--- config.mk ---
export PLATFORM = sky130hd
export DESIGN_NAME = sm3_msg_arb
export DESIGN_NICKNAME = d
export VERILOG_FILES = /design/src/rtl/sm3_pkg.sv /design/src/rtl/sm3_msg_if.sv /design/src/rtl/sm3_rr_pick.sv /design/src/rtl/sm3_msg_arb.sv
export SDC_FILE = /design/constraint.sdc
export NUM_CORES = 1
export LEC_CHECK = 0
export ABC_CLOCK_PERIOD_IN_PS = 1800
export BUFFER_PORTS_ARGS = -buffer_cell sky130_fd_sc_hd__clkbuf_2
export CORE_ASPECT_RATIO = 1.4
export CORE_MARGIN = 3
export CORE_UTILIZATION = 25
export CTS_CLUSTER_SIZE = 12
export DETAILED_ROUTE_END_ITERATION = 12
export GPL_ROUTABILITY_DRIVEN = 0
export HOLD_SLACK_MARGIN = 0.05
export PLACE_DENSITY = 0.7
export SLEW_MARGIN = 20
export SYNTH_ARGS = -nofsm -noshare
export SYNTH_HDL_FRONTEND = slang
export SYNTH_SLANG_ARGS = --single-unit
--- constraint.sdc ---
create_clock -name clk -period 1.8 [get_ports clk]
set_clock_uncertainty 0.15 [all_clocks]
set_input_delay 0.27 -clock clk [delete_from_list [all_inputs] [get_ports clk]]
set_output_delay 0.27 -clock clk [all_outputs]
set_load 0.01 [all_outputs]
--- src/rtl/sm3_pkg.sv ---
// Shared types and constants for the SM3 message-input arbiter.
//   arb_st_t      : arbiter FSM state encoding
//   ARB_N_REQ_MAX : largest supported requester count
package sm3_pkg;

  typedef enum logic [1:0] {
    IDLE = 2'd0,
    STRM = 2'd1,
    WAIT = 2'd2
  } arb_st_t;

  localparam int ARB_N_REQ_MAX = 8;

endpackage

--- src/rtl/sm3_msg_if.sv ---
// Message-input bus between the arbiter and the SM3 pad stage.
//   d        : beat data
//   vld_byte : byte valid, meaningful on the last beat
//   vld      : beat valid
//   lst      : last beat of the message
//   rdy      : pad can take the beat
// Handshake: a beat moves exactly on a cycle where vld && rdy are both 1.
// vld does not wait for rdy, and once vld is raised the beat is held
// unchanged until it is taken.
interface sm3_msg_if #(
  parameter int DW = 32
);
  logic [DW-1:0]   d;
  logic [DW/8-1:0] vld_byte;
  logic            vld;
  logic            lst;
  logic            rdy;

  modport arb (output d, vld_byte, vld, lst, input rdy);
  modport pad (input d, vld_byte, vld, lst, output rdy);
endinterface

--- src/rtl/sm3_rr_pick.sv ---
// Combinational round-robin picker.
//   req : request vector, one bit per requester
//   ptr : highest-priority requester this round
//   any : at least one request is set
//   idx : first set request found scanning ptr, ptr+1, ... wrapping at N_REQ
module sm3_rr_pick #(
  parameter int N_REQ = 4,
  parameter int IW    = $clog2(N_REQ)
) (
  input  logic [N_REQ-1:0] req,
  input  logic [IW-1:0]    ptr,
  output logic             any,
  output logic [IW-1:0]    idx
);

  // The vector is doubled so the wrap-around becomes a plain linear scan of
  // the window [ptr, ptr+N_REQ).
  logic [2*N_REQ-1:0] dbl;
  logic               found;

  always_comb begin
    dbl   = {req, req};
    any   = |req;
    idx   = '0;
    found = 1'b0;
    for (int j = 0; j < 2 * N_REQ; j++) begin
      if (!found && (j >= int'(ptr)) && (j < int'(ptr) + N_REQ) && dbl[j]) begin
        found = 1'b1;
        idx   = IW'(j % N_REQ);
      end
    end
  end

endmodule

--- src/rtl/sm3_msg_arb.sv ---
// Round-robin arbiter sharing one SM3 core among N_REQ message sources.
// A requester owns the pad input for a whole message. The grant is released
// on the accepted last beat, or on the following cmprss_done_i pulse when
// WAIT_DONE_EN=1.
//   req_d_i / req_vld_byte_i / req_vld_i / req_lst_i : requester channels
//   req_rdy_o      : per-requester beat accept, only the owner can see 1
//   msg_inpt_*_o   : beat presented to the pad, muxed from the owner
//   msg_inpt_rdy_i : pad ready
//   cmprss_done_i  : digest-valid pulse for the current message
//   gnt_id_o       : current or most recent owner, used for digest routing
//   busy_o         : arbiter is not idle
module sm3_msg_arb
  import sm3_pkg::*;
#(
  parameter int N_REQ        = 4,
  parameter int INPT_DW      = 32,
  parameter int WAIT_DONE_EN = 1
) (
  input  logic                       clk,
  input  logic                       rst,
  input  logic [N_REQ*INPT_DW-1:0]   req_d_i,
  input  logic [N_REQ*INPT_DW/8-1:0] req_vld_byte_i,
  input  logic [N_REQ-1:0]           req_vld_i,
  input  logic [N_REQ-1:0]           req_lst_i,
  output logic [N_REQ-1:0]           req_rdy_o,
  output logic [INPT_DW-1:0]         msg_inpt_d_o,
  output logic [INPT_DW/8-1:0]       msg_inpt_vld_byte_o,
  output logic                       msg_inpt_vld_o,
  output logic                       msg_inpt_lst_o,
  input  logic                       msg_inpt_rdy_i,
  input  logic                       cmprss_done_i,
  output logic [$clog2(N_REQ)-1:0]   gnt_id_o,
  output logic                       busy_o
);

  localparam int IW = $clog2(N_REQ);
  localparam int BW = INPT_DW / 8;

  arb_st_t       state, state_nxt;
  logic [IW-1:0] gnt_id, rr_ptr, pick_idx;
  logic          pick_any;
  logic          gnt_vld, gnt_lst, msg_end;
  logic          out_vld, out_lst;
  logic [N_REQ-1:0] rdy_vec;

  sm3_msg_if #(.DW(INPT_DW)) pad_if ();

  sm3_rr_pick #(.N_REQ(N_REQ), .IW(IW)) u_pick (
    .req (req_vld_i),
    .ptr (rr_ptr),
    .any (pick_any),
    .idx (pick_idx)
  );

  assign gnt_vld = req_vld_i[gnt_id];
  assign gnt_lst = req_lst_i[gnt_id];
  assign msg_end = (state == STRM) && gnt_vld && gnt_lst && msg_inpt_rdy_i;

  // State register
  always_ff @(posedge clk or posedge rst) begin
    if (rst) state <= IDLE;
    else     state <= state_nxt;
  end

  // Next state. A done pulse seen in IDLE or STRM (including the cycle the
  // last beat is taken) is deliberately ignored; WAIT needs its own pulse.
  always_comb begin
    state_nxt = state;
    case (state)
      IDLE: if (pick_any) state_nxt = STRM;
      STRM: if (msg_end)  state_nxt = (WAIT_DONE_EN != 0) ? WAIT : IDLE;
      WAIT: if (cmprss_done_i) state_nxt = IDLE;
      default: state_nxt = IDLE;
    endcase
  end

  // Grant and round-robin pointer. The pointer moves only on a completed
  // message, so an aborted message does not cost its owner its turn.
  always_ff @(posedge clk or posedge rst) begin
    if (rst) begin
      gnt_id <= '0;
      rr_ptr <= '0;
    end else begin
      if (state == IDLE && pick_any) gnt_id <= pick_idx;
      if (msg_end) rr_ptr <= (gnt_id == IW'(N_REQ - 1)) ? '0 : gnt_id + 1'b1;
    end
  end

  // Outputs
  always_comb begin
    out_vld = 1'b0;
    out_lst = 1'b0;
    rdy_vec = '0;
    if (state == STRM) begin
      out_vld         = gnt_vld;
      out_lst         = gnt_lst;
      rdy_vec[gnt_id] = msg_inpt_rdy_i;
    end
  end

  assign pad_if.d        = req_d_i[int'(gnt_id) * INPT_DW +: INPT_DW];
  assign pad_if.vld_byte = req_vld_byte_i[int'(gnt_id) * BW +: BW];
  assign pad_if.vld      = out_vld;
  assign pad_if.lst      = out_lst;
  assign pad_if.rdy      = msg_inpt_rdy_i;

  assign msg_inpt_d_o        = pad_if.d;
  assign msg_inpt_vld_byte_o = pad_if.vld_byte;
  assign msg_inpt_vld_o      = pad_if.vld;
  assign msg_inpt_lst_o      = pad_if.lst;
  assign req_rdy_o           = pad_if.rdy ? rdy_vec : '0;
  assign gnt_id_o            = gnt_id;
  assign busy_o              = (state != IDLE);

endmodule

# Yosys cells after proc, flatten, opt, wreduce, memory -nomap -nowiden
# Cells that the tools add are included.
op_classes:
  add_sub_neg: 2
  magnitude_cmp: 13
  eq_ne: 6
  n_shift: 2
  muxes: 29
  n_bitwise: 1
  reduce_logical: 34
ops:
  columns: ["operator", "n"]
  rows:
  - ["< comparator 4 x 32 -> 1 bit, first input constant", 4]
  - ["indexed part select 128 x 8 -> 32 bit", 1]
  - ["< comparator 3 x 32 -> 1 bit, first input constant", 2]
  - ["< comparator 1 x 32 -> 1 bit, first input constant", 1]
  - ["< comparator 2 x 32 -> 1 bit, first input constant", 1]
  - ["logical AND 1 bit", 23]
  - ["two-way mux 2 bit", 10]
  - ["indexed part select 16 x 5 -> 4 bit", 1]
  - ["two-way mux 1 bit", 13]
  - ["two-way mux 4 bit", 2]
  - ["zero test 1 bit", 7]
  - ["inequality test 2 bit, second input constant", 3]
  - ["case mux 2 bit (3 select lines)", 1]
  - ["adder 2 x 3 -> 4 bit, second input constant", 1]
  - ["AND 4 bit", 1]
  - ["binary-select mux 1 bit (select 2 bit)", 2]
  - ["equality test 2 bit, second input constant", 2]
  - ["greater-or-equal comparator 1 x 2 -> 1 bit, first input constant", 2]
  - ["OR reduction 4 bit", 1]
  - ["< comparator 2 x 3 -> 1 bit, second input constant", 1]
  - ["AND reduction 3 bit", 1]
  - ["adder 2 x 1 -> 2 bit, second input constant", 1]
  - ["demux 1 bit (select 2 bit)", 1]
  - ["equality test 2 x 1 -> 1 bit, second input constant", 1]
  - ["other kinds (4)", 4]
word_totals:
  register_bits: 6
  input_bits: 156
  output_inout_bits: 45
  word_cells: 90

# Logic depth before layout (Yosys ltp)
# Gate-level depths: netlist (run 1).
depth:
  ltp_word: 35
  mapped_depth: 6
  ltp_nobuf: 4

# Hierarchy
# A second synthesis (run 1) with hierarchy kept.
unflattened:
  hier_cells: 96
  area_unflattened_um2: 1358.8
modules_own_cells:
  columns: ["mod", "n_inst", "cells_each", "area_per_inst_um2", "seq_area_each_um2"]
  rows:
  - ["sm3_msg_arb", 1, 81, 1281.2, 150.1]
  - ["sm3_rr_pick", 1, 15, 77.6, 0.0]

# Least setup slack after synthesis (run 1)
# Ideal clock, no wire load.
synth_timing:
  kind: "reg2out"
  start: "reg gnt_id[0], in the netlist gnt_id_o[0]"
  end: "out msg_inpt_d_o[17]"
  arrival_ns: 1.477
  required_ns: 1.380
  path_slack_ns: -0.097
  stages_incl_launch_ff: 5
  path_buffers: 3
  cell_sequence: "dfrtp_1 buf_6 buf_4 buf_6 mux4_2"
synth_via:
  elab_chain_cells: 1
synth_lines:
  columns: ["element", "line", "text"]
  rows:
  - ["start: declaration", "sm3_msg_arb.sv:40", "logic [IW-1:0] gnt_id, rr_ptr, pick_idx;"]
  - ["start signal: assignment", "sm3_msg_arb.sv:84", "if (state == IDLE && pick_any) gnt_id <= pick_idx;"]
  - ["indexed part select 128 x 8 -> 32 bit", "sm3_msg_arb.sv:101", "assign pad_if.d = req_d_i[int'(gnt_id) * INPT_DW +: INPT_DW];"]
  - ["end: declaration", "sm3_msg_arb.sv:26", "output logic [INPT_DW-1:0] msg_inpt_d_o,"]
# No other way between the ends.

# Worst setup path after layout (run 1)
layout_timing:
  start: "reg gnt_id[0], in the netlist gnt_id_o[0]"
  end: "out msg_inpt_vld_o"
layout_via:
  elab_chain_cells: 3
layout_lines:
  columns: ["element", "line", "text"]
  rows:
  - ["binary-select mux 1 bit (select 2 bit)", "sm3_msg_arb.sv:55", "assign gnt_vld = req_vld_i[gnt_id];"]
  - ["two-way mux 1 bit (not written as such)", "sm3_msg_arb.sv:55", null]
  - ["two-way mux 1 bit", "sm3_msg_arb.sv:94", "if (state == STRM) begin"]
  - ["end: declaration", "sm3_msg_arb.sv:28", "output logic msg_inpt_vld_o,"]
# No other way between the ends. The select of a mux whose other input is x is not followed.

==> impl_metrics.toml, run 1 <==
[global_route]
grt_max_degree = 25
antenna_found_initial = 0
gr-total-overflow = 0
use_met3 = 0.0343
grt_pass1_wl_microns = 9690
grt_pass1_vias = 1955
globalRoute.busiestLayer = "met2"
global_route.usage.met2 = 0.387
grtUsageTotal = 0.210
grtUsageMet1 = 0.215

[route]
routed_via_count = 1826
detail-route-antenna-nets = 0
first_pass_iters = 4
via_per_inst = 4.92
drcViolationCount = 0
route.detailed.wl_per_inst_microns = 19.0
dr.first_iter.drc_count = 52
detail_route.wirelength_microns = 7050

[floorplanning]
die_w_microns = 67.6
initial_util = 0.266
fp.dieArea_sq_um = 6230
core-area_sq_um = 4990
io_pins = 201
core.rowCount = 30
floorplan.die.height_microns = 92.2

[final_layout]
layout_area_overhead_pct = 105
insertedDiodeCount = 0
register_area_sq_um = 153
post_layout_nonfiller_instances = 371
final_area_sq_um = 2710
num-nets-final = 468
proportion_of_layout_cells_with_a_drive_suffix_above_1 = 0.866
multi_input_area_sq_um = 1120
layout_common_cells = "clkbuf_2 (196), mux4_2 (38), nand2_1 (8), buf_4 (8)"
final_common_cell = "clkbuf_2"
filler_cell_count = 449

[critical_path]
arrival_time_of_data_at_the_critical_path_endpoint_ps = 1580
start_kind = "register"
crit_path_end_kind = "output port"
cp.required_ps = 1380
critPathKind = "register to output port"
critical_path_peak_fanout = 5

[timing]
fin_setup_tns_ps = -7070
final-hold-violation-count = 0
slew-limit-headroom = 0.714
worst-slew-pin-transition_ps = 423
unrepaired_setup_endpoints_after_global_routing = "true"
fin_crit_ps = 2000
worst_slack_ps = -197
achievable-frequency_ghz = 0.501
slew_viols_final = 0
min_period_over_period = 1.11
setup-violations-final = 43

[pwr]
power_mw = 3.42
power_dens_cells_nw_per_um2 = 1260
power.leakage_nw = 1.43
worst_ir_drop_vdd_v = 0.000781

[job]
max_cap_violations = 0

[placement]
buffer_ports.inserted = 200
place_area_sq_um = 2450
placed_cells_incl_taps = 356
hpwl_after_detailed_placement_microns = 6090

[clocking]
cts-root-buf = "clkbuf_8"
cts_max_path_buffers = 2
cts_num_sinks = 6
clkSlewWorstSetupHoldPaths_ps = 40
cts-htree-levels = 1
cts_tree = "yes"
numCtsBuffers = 3
clock_insertion_delay_worst_skew_ps = 230

[run_status]
outcome = "complete, but fails checks"
violations_in_the_final_reports = "setup timing"

[yosys]
synth.yosys.seq_area_share = 0.113
synth-seq-cells = 6
ys_warn_count = 0
syn_area_per_cell_sq_um = 14.0
synth_top_cell_by_area = "mux4_2"
netlist_top_cells_area = "mux4_2 (65%), dfrtp_1 (11%), ha_1 (3.8%), nand2_1 (2.3%), and3_1 (1.9%)"
syn_inst = 95
synth_largest_type_area_fraction = 0.645
mappedNetlistArea_sq_um = 1330
yosys.cell_types.count = 24
mappedNetlistNets = 255

[hold_path]
hp-class = "input pin to register"
-- kinds of logic after synthesis --
kind of cell,after synthesis,share of synthesized area
muxes,40,0.661
and+or+nand+nor,22,0.0849
buffers and inverters,14,0.0585
AOI/OAI and AO/OA,9,0.0443
DFF,6,0.113
adders and majority gates,4,0.0377
-- area by class of cell --
cell class / count / share of cell area
multi-input combinational: 75 / 0.414
inverter: 5 / 0.00692
sequential: 6 / 0.0562
timing repair buffer: 217 / 0.477
tap: 64 / 0.0295
clock buffer: 4 / 0.0166
-- path summary, 6_finish.rpt --
check                                        start                 endpoint  slack, ps  depth (start not counted)
setup / recovery           gnt_id_o[0]$_DFFE_PP0P_           msg_inpt_vld_o       -200                          4
hold / removal                       cmprss_done_i     state[1]$_DFFE_PP0P_        130                          4
setup reg to reg           gnt_id_o[0]$_DFFE_PP0P_    rr_ptr[1]$_DFFE_PP0P_        -80                          5
hold reg to reg               state[1]$_DFFE_PP0P_     state[1]$_DFFE_PP0P_        350                          2
max in group asynchronous                      rst  gnt_id_o[1]$_DFFE_PP0P_        980                          3
min in group asynchronous                      rst     state[1]$_DFFE_PP0P_        320                          3
-- cells in the mapped netlist --
cell / n
nand4_2: 1
and2_1: 2
o21a_1: 1
nor2_1: 4
o41ai_1: 2
clkbuf_1: 1
and3_1: 4
o31ai_1: 1
dfrtp_1: 6
a21oi_1: 3
buf_2: 5
nand3_1: 1
nor2b_1: 1
mux2_1: 1
buf_6: 2
o21ai_0: 1
inv_1: 5
mux2i_1: 1
mux4_2: 38
buf_4: 1
nand2b_1: 1
o22ai_1: 1
ha_1: 4
nand2_1: 8
-- sequential cells by signal, indices dropped and copies added (netlist names) --
| name | cells |
|---|---|
| state | 2 |
| rr_ptr | 2 |
| gnt_id_o | 2 |
-- worst max-delay path: stages, from the launching register on --
cell and delay, ps:
dfrtp_2 390, buf_12 150, mux4_2 520, and2_4 180
buf_6 110
-- timing repair --
| item | in CTS | in global routing |
|---|---|---|
| buffers inserted | 6 | 0 |
| endpoints found under the setup margin | 42 | 43 |
| hold buffers | 1 | 0 |
| gates cloned | 1 | 3 |
| gates resized for setup | 6 | 11 |
| pin swaps | 1 | 1 |
| hold endpoints to repair | 6 | 0 |
-- metal layers --
layer / routed length, microns / vias to the layer above
li1: - / 838
met1: 2320 / 855
met2: 3940 / 107
met3: 483 / 26
met4: 298 / 0
met5: 0 / -
-- report_power, final --
part / switching, mW / total, mW / internal, mW
registers: 0.0767 / 0.276 / 0.199
clock network: 0.0663 / 0.219 / 0.153
logic: 1.22 / 2.93 / 1.70
-- metrics by stage --
stage | utilization | hold WS [ps] | setup WS (ps)
final | 0.544 | 126 | -197
after global routing | 0.544 | 137 | -249
after CTS | 0.521 | 122 | -222
after detailed placement | 0.490 | 19.2 | 15.2
after global placement | 0.490 | 17.6 | 33.3
after floorplan | - | -89.0 | -39.7
Power figures use the tool's default switching activity.
==> run 2, diff against run 1 <==
Settings changed: ABC_CLOCK_PERIOD_IN_PS 1800 to 2390, PLACE_DENSITY 0.7 to 0.68.
Clock period 1.8 ns to 2.39 ns, I/O delays scaled along.
==> impl_metrics.toml, run 2 (synthesis results as in run 1) <==
[run_status]
outcome = "completed"

[placement]
hpwl_after_detailed_placement_microns = 6230
place_area_sq_um = 2410
buffer_ports.inserted = 200
placed_cells_incl_taps = 353
place_ws_ps = 504

[timing]
final-hold-violation-count = 0
slew-limit-headroom = 0.480
slew_viols_final = 0
setup-violations-final = 0
achievable-frequency_ghz = 0.472
min_period_over_period = 0.887
fin_crit_ps = 2120
unrepaired_setup_endpoints_after_global_routing = "false"
fin_setup_tns_ps = 0
worst-slew-pin-transition_ps = 769
worst_slack_ps = 269

[critical_path]
cp_cell_sequence = "mux4_2 -> and2_1 -> clkbuf_2"
critical_path_max_stage_delay_ps = 640
cp.required_ps = 1880
crit_path_end_kind = "output port"
arrival_time_of_data_at_the_critical_path_endpoint_ps = 1610
critical_path_peak_fanout = 18
critPathKind = "register to output port"
critical_path_s_slowest_cell = "dfrtp_2"
start_kind = "register"

[route]
drcViolationCount = 0
routed_via_count = 1866
detail-route-antenna-nets = 0
first_pass_iters = 4
dr.first_iter.drc_count = 60
route.detailed.wl_per_inst_microns = 19.4
detail_route.wirelength_microns = 6940
via_per_inst = 5.21

[pwr]
power_dens_cells_nw_per_um2 = 881
power.leakage_nw = 1.32
worst_ir_drop_vdd_v = 0.000553

[clocking]
numCtsBuffers = 3
cts_tree = "yes"
clock_insertion_delay_worst_skew_ps = 230
cts_num_sinks = 6
cts-root-buf = "clkbuf_8"
post_cts_resize_count = 0
cts_max_path_buffers = 2
cts-htree-levels = 1
post-cts-setup-buffers = 0
clkSlewWorstSetupHoldPaths_ps = 40

[floorplanning]
fp.dieArea_sq_um = 6230
initial_util = 0.266
die_w_microns = 67.6
io_pins = 201
floorplan.die.height_microns = 92.2
core.rowCount = 30
core-area_sq_um = 4990

[global_route]
grt_pass1_wl_microns = 9830
grt_pass1_vias = 1925
grtUsageTotal = 0.211
antenna_found_initial = 0
grt_max_degree = 27
gr-total-overflow = 0

[final_layout]
post_layout_nonfiller_instances = 358
final_common_cell = "clkbuf_2"
proportion_of_layout_cells_with_a_drive_suffix_above_1 = 0.840
utilization = 0.494
num-nets-final = 455
final_area_sq_um = 2470
layout_area_overhead_pct = 85.9
insertedDiodeCount = 0
layout_common_cells = "clkbuf_2 (200), mux4_2 (38), nand2_1 (8)"

[job]
max_cap_violations = 0

[hold_path]
hp-class = "input pin to register"
## run 2: cell types whose count changed in the layout (fill, tap and decap cells not counted), moves of 2 or more
cell and delta:
buf_4 -8, buf_6 -4, clkbuf_2 +4, buf_16 -3
clkbuf_16 -3, and2_1 +2, and2_4 -2
## run 2: where the power goes
part           internal [mW]  switching, mW
registers              0.149          0.101
logic                  0.962          0.794
clock network          0.115         0.0525
total                   1.23          0.947
## run 2: path summary, 6_finish.rpt
check	cells after the start	to	startpoint	slack (ps)
worst max-delay path	3	msg_inpt_vld_o	gnt_id_o[1]$_DFFE_PP0P_	270
worst min-delay path	4	state[1]$_DFFE_PP0P_	cmprss_done_i	220
worst max register to register	3	rr_ptr[1]$_DFFE_PP0P_	gnt_id_o[1]$_DFFE_PP0P_	560
worst min register to register	2	state[1]$_DFFE_PP0P_	state[1]$_DFFE_PP0P_	360
max in group asynchronous	3	gnt_id_o[1]$_DFFE_PP0P_	rst	1440
min in group asynchronous	3	rr_ptr[1]$_DFFE_PP0P_	rst	430
## run 2: per-layer routing
| layer | global-route usage | vias to the layer above | share of wire |
|---|---|---|---|
| li1 | - | 810 | - |
| met1 | 0.246 | 910 | 0.35 |
| met2 | 0.369 | 128 | 0.53 |
| met3 | 0.0429 | 18 | 0.093 |
| met4 | 0.0728 | 0 | 0.032 |
| met5 | 0 | - | 0 |
## run 2: area by class of cell
type                            count  area [sq um]
Tap cell                           64          80.1
Clock buffer                        4          45.0
Multi-Input combinational cell     75          1100
Fill cell                         466          2530
Timing Repair Buffer              204          1070
Inverter                            5          18.8
Sequential cell                     6           153
## run 2: metrics by stage
step           power, mW  hold WS [ps]
2_1_floorplan       1.38        -0.541
3_3_place_gp        1.99           120
3_5_place_dp        2.02           119
4_1_cts             2.20           227
5_1_grt             2.35           256
6_report            2.17           223
## run 2: timing repair
item	CTS	global route
setup endpoints to repair	0	0
endpoints found under the hold margin	6	0
hold buffers	1	0
## run 2: worst max-delay path, delay by kind of cell (launching register included)
| family | cells | cell delay [ps] |
|---|---|---|
| DFF | 1 | 640 |
| muxes | 1 | 420 |
| and+or+nand+nor | 1 | 200 |
| buffers and inverters | 1 | 130 |
==> run 3, diff against run 2 <==
Settings changed: BUFFER_PORTS_ARGS -buffer_cell sky130_fd_sc_hd__clkbuf_2 to -buffer_cell sky130_fd_sc_hd__buf_2, CTS_BUF_LIST set to sky130_fd_sc_hd__clkbuf_16, PLACE_DENSITY 0.68 to 0.71.
==> impl_metrics.toml, run 3 (synthesis results as in run 1) <==
[route]
drcViolationCount = 0
via_per_inst = 5.01
first_pass_iters = 4
dr.first_iter.drc_count = 48
route.detailed.wl_per_inst_microns = 17.3
routed_via_count = 1805
detail_route.wirelength_microns = 6240
detail-route-antenna-nets = 0

[clocking]
clkSlewWorstSetupHoldPaths_ps = 40
cts-root-buf = "clkbuf_16"
cts_tree = "yes"
cts-hold-fix-buffers = 1
post-cts-setup-buffers = 0
numCtsBuffers = 3
cts-htree-levels = 1
clock_insertion_delay_worst_skew_ps = 230
post_cts_resize_count = 0
cts_max_path_buffers = 2
cts_num_sinks = 6

[critical_path]
ff2ff_path_depth = 3
start_kind = "register"
arrival_time_of_data_at_the_critical_path_endpoint_ps = 1710
worst-r2r-setup-slack_ps = 610
cp_cell_sequence = "buf_4 -> mux4_2 -> buf_2"
critical_path_s_slowest_cell = "mux4_2"
r2r-end = "rr_ptr[1]$_DFFE_PP0P_"
critical_path.startpoint = "gnt_id_o[0]$_DFFE_PP0P_"
critical_path_peak_fanout = 17
cp.required_ps = 1880
worst_r2r_startpoint = "gnt_id_o[0]$_DFFE_PP0P_"
critPathKind = "register to output port"
crit_path_end_kind = "output port"
critical_path_max_stage_delay_ps = 550

[timing]
fin_setup_tns_ps = 0
worst_slack_ps = 170
min_period_over_period = 0.929
slew-limit-headroom = 0.703
final-hold-violation-count = 0
fin_crit_ps = 2220
achievable-frequency_ghz = 0.450
slew_viols_final = 0
unrepaired_setup_endpoints_after_global_routing = "false"
hold_slack_ps = 228
worst-slew-pin-transition_ps = 445
setup-violations-final = 0

[global_route]
antenna_found_initial = 2
grt_pass1_vias = 1825
gr-total-overflow = 0
grtUsageTotal = 0.188
grt_pass1_wl_microns = 8840
grt_max_degree = 25

[pwr]
p_sw_frac = 0.413
flop_pwr_share = 0.095
power.internal_mw = 1.31
power.share.clock = 0.128
total_switching_power_mw = 0.923
pwr-share-comb = 0.777
power_dens_cells_nw_per_um2 = 897
power.leakage_nw = 1.31
worst_ir_drop_vdd_v = 0.000573

[hold_path]
hp-class = "input pin to register"
hold_path.startpoint = "cmprss_done_i"
holdPathEnd = "state[1]$_DFFE_PP0P_"
min_delay_path_depth = 4

[final_layout]
num-nets-final = 457
layout_area_overhead_pct = 87.7
insertedDiodeCount = 0
filler_cell_count = 459
proportion_of_layout_cells_with_a_drive_suffix_above_1 = 0.841
layout_common_cells = "buf_2 (200), mux4_2 (38), nand2_1 (8)"
final_common_cell = "buf_2"

[floorplanning]
fp.dieArea_sq_um = 6230
floorplan.die.height_microns = 92.2
io_pins = 201
core.rowCount = 30
initial_util = 0.266
core-area_sq_um = 4990
die_w_microns = 67.6

[run_status]
outcome = "completed"

[job]
max_cap_violations = 0

[placement]
hpwl_after_detailed_placement_microns = 5570
buffer_ports.inserted = 200
place_ws_ps = 392
## run 3: cell count changes in the layout (fill, tap and decap cells not counted)
| cell | before | now |
|---|---|---|
| clkbuf_8 | 3 | 0 |
| buf_12 | 3 | 1 |
| clkbuf_2 | 200 | 0 |
| buf_4 | 0 | 4 |
| clkbuf_16 | 0 | 3 |
| buf_2 | 0 | 200 |
| clkbuf_1 | 1 | 0 |
| inv_1 | 5 | 6 |
## run 3: critical path, delay by kind of cell, from the launching register on
kind	cells	cell delay [ps]
buffers and inverters	2	490
muxes	1	550
DFF	1	430
## run 3: how the worst max path moves through the flow
| stage | slack [ps] | cells past startpoint | endpoint |
|---|---|---|---|
| global placement | 430 | 3 | msg_inpt_d_o[22] |
| CTS | 140 | 3 | msg_inpt_vld_byte_o[3] |
| finish | 170 | 3 | msg_inpt_vld_byte_o[3] |
| floorplan | 400 | 4 | msg_inpt_d_o[17] |
| global route | 70 | 3 | msg_inpt_d_o[25] |
| detailed placement | 390 | 3 | msg_inpt_vld_byte_o[3] |
## run 3: layer usage
layer  up-vias  GRT usage  part of all wire
met1       856      0.186              0.31
li1        814          -                 -
met3        16     0.0478              0.11
met2       115      0.366              0.56
met4         4     0.0525             0.023
met5         -          0            0.0034
## run 3: power by group through the flow
stage	logic, mW	registers [mW]	clock network (mW)
2_1_floorplan	1.18	0.195	0
3_3_place_gp	1.73	0.211	0
3_5_place_dp	1.76	0.213	0
4_1_cts	1.77	0.212	0.289
5_1_grt	1.89	0.222	0.303
6_report	1.74	0.212	0.285
## run 3: area by class of cell
class / count / area, sq um / share of cell area
Clock buffer: 3 / 75.1 / 0.0302
Multi-Input combinational cell: 75 / 1100 / 0.441
Sequential cell: 6 / 153 / 0.0613
Inverter: 5 / 18.8 / 0.00754
Tap cell: 64 / 80.1 / 0.0322
Timing Repair Buffer: 206 / 1060 / 0.426
Clock inverter: 1 / 3.75 / 0.00151
## run 3: metrics by stage
stage          area, sq um  power [mW]  utilization  instances
2_1_floorplan         1330        1.38            -         95
3_3_place_gp          2400        1.94        0.481        355
3_5_place_dp          2400        1.98        0.481        355
4_1_cts               2490        2.27        0.499        360
5_1_grt               2490        2.42        0.499        360
6_report              2490        2.23        0.499        360
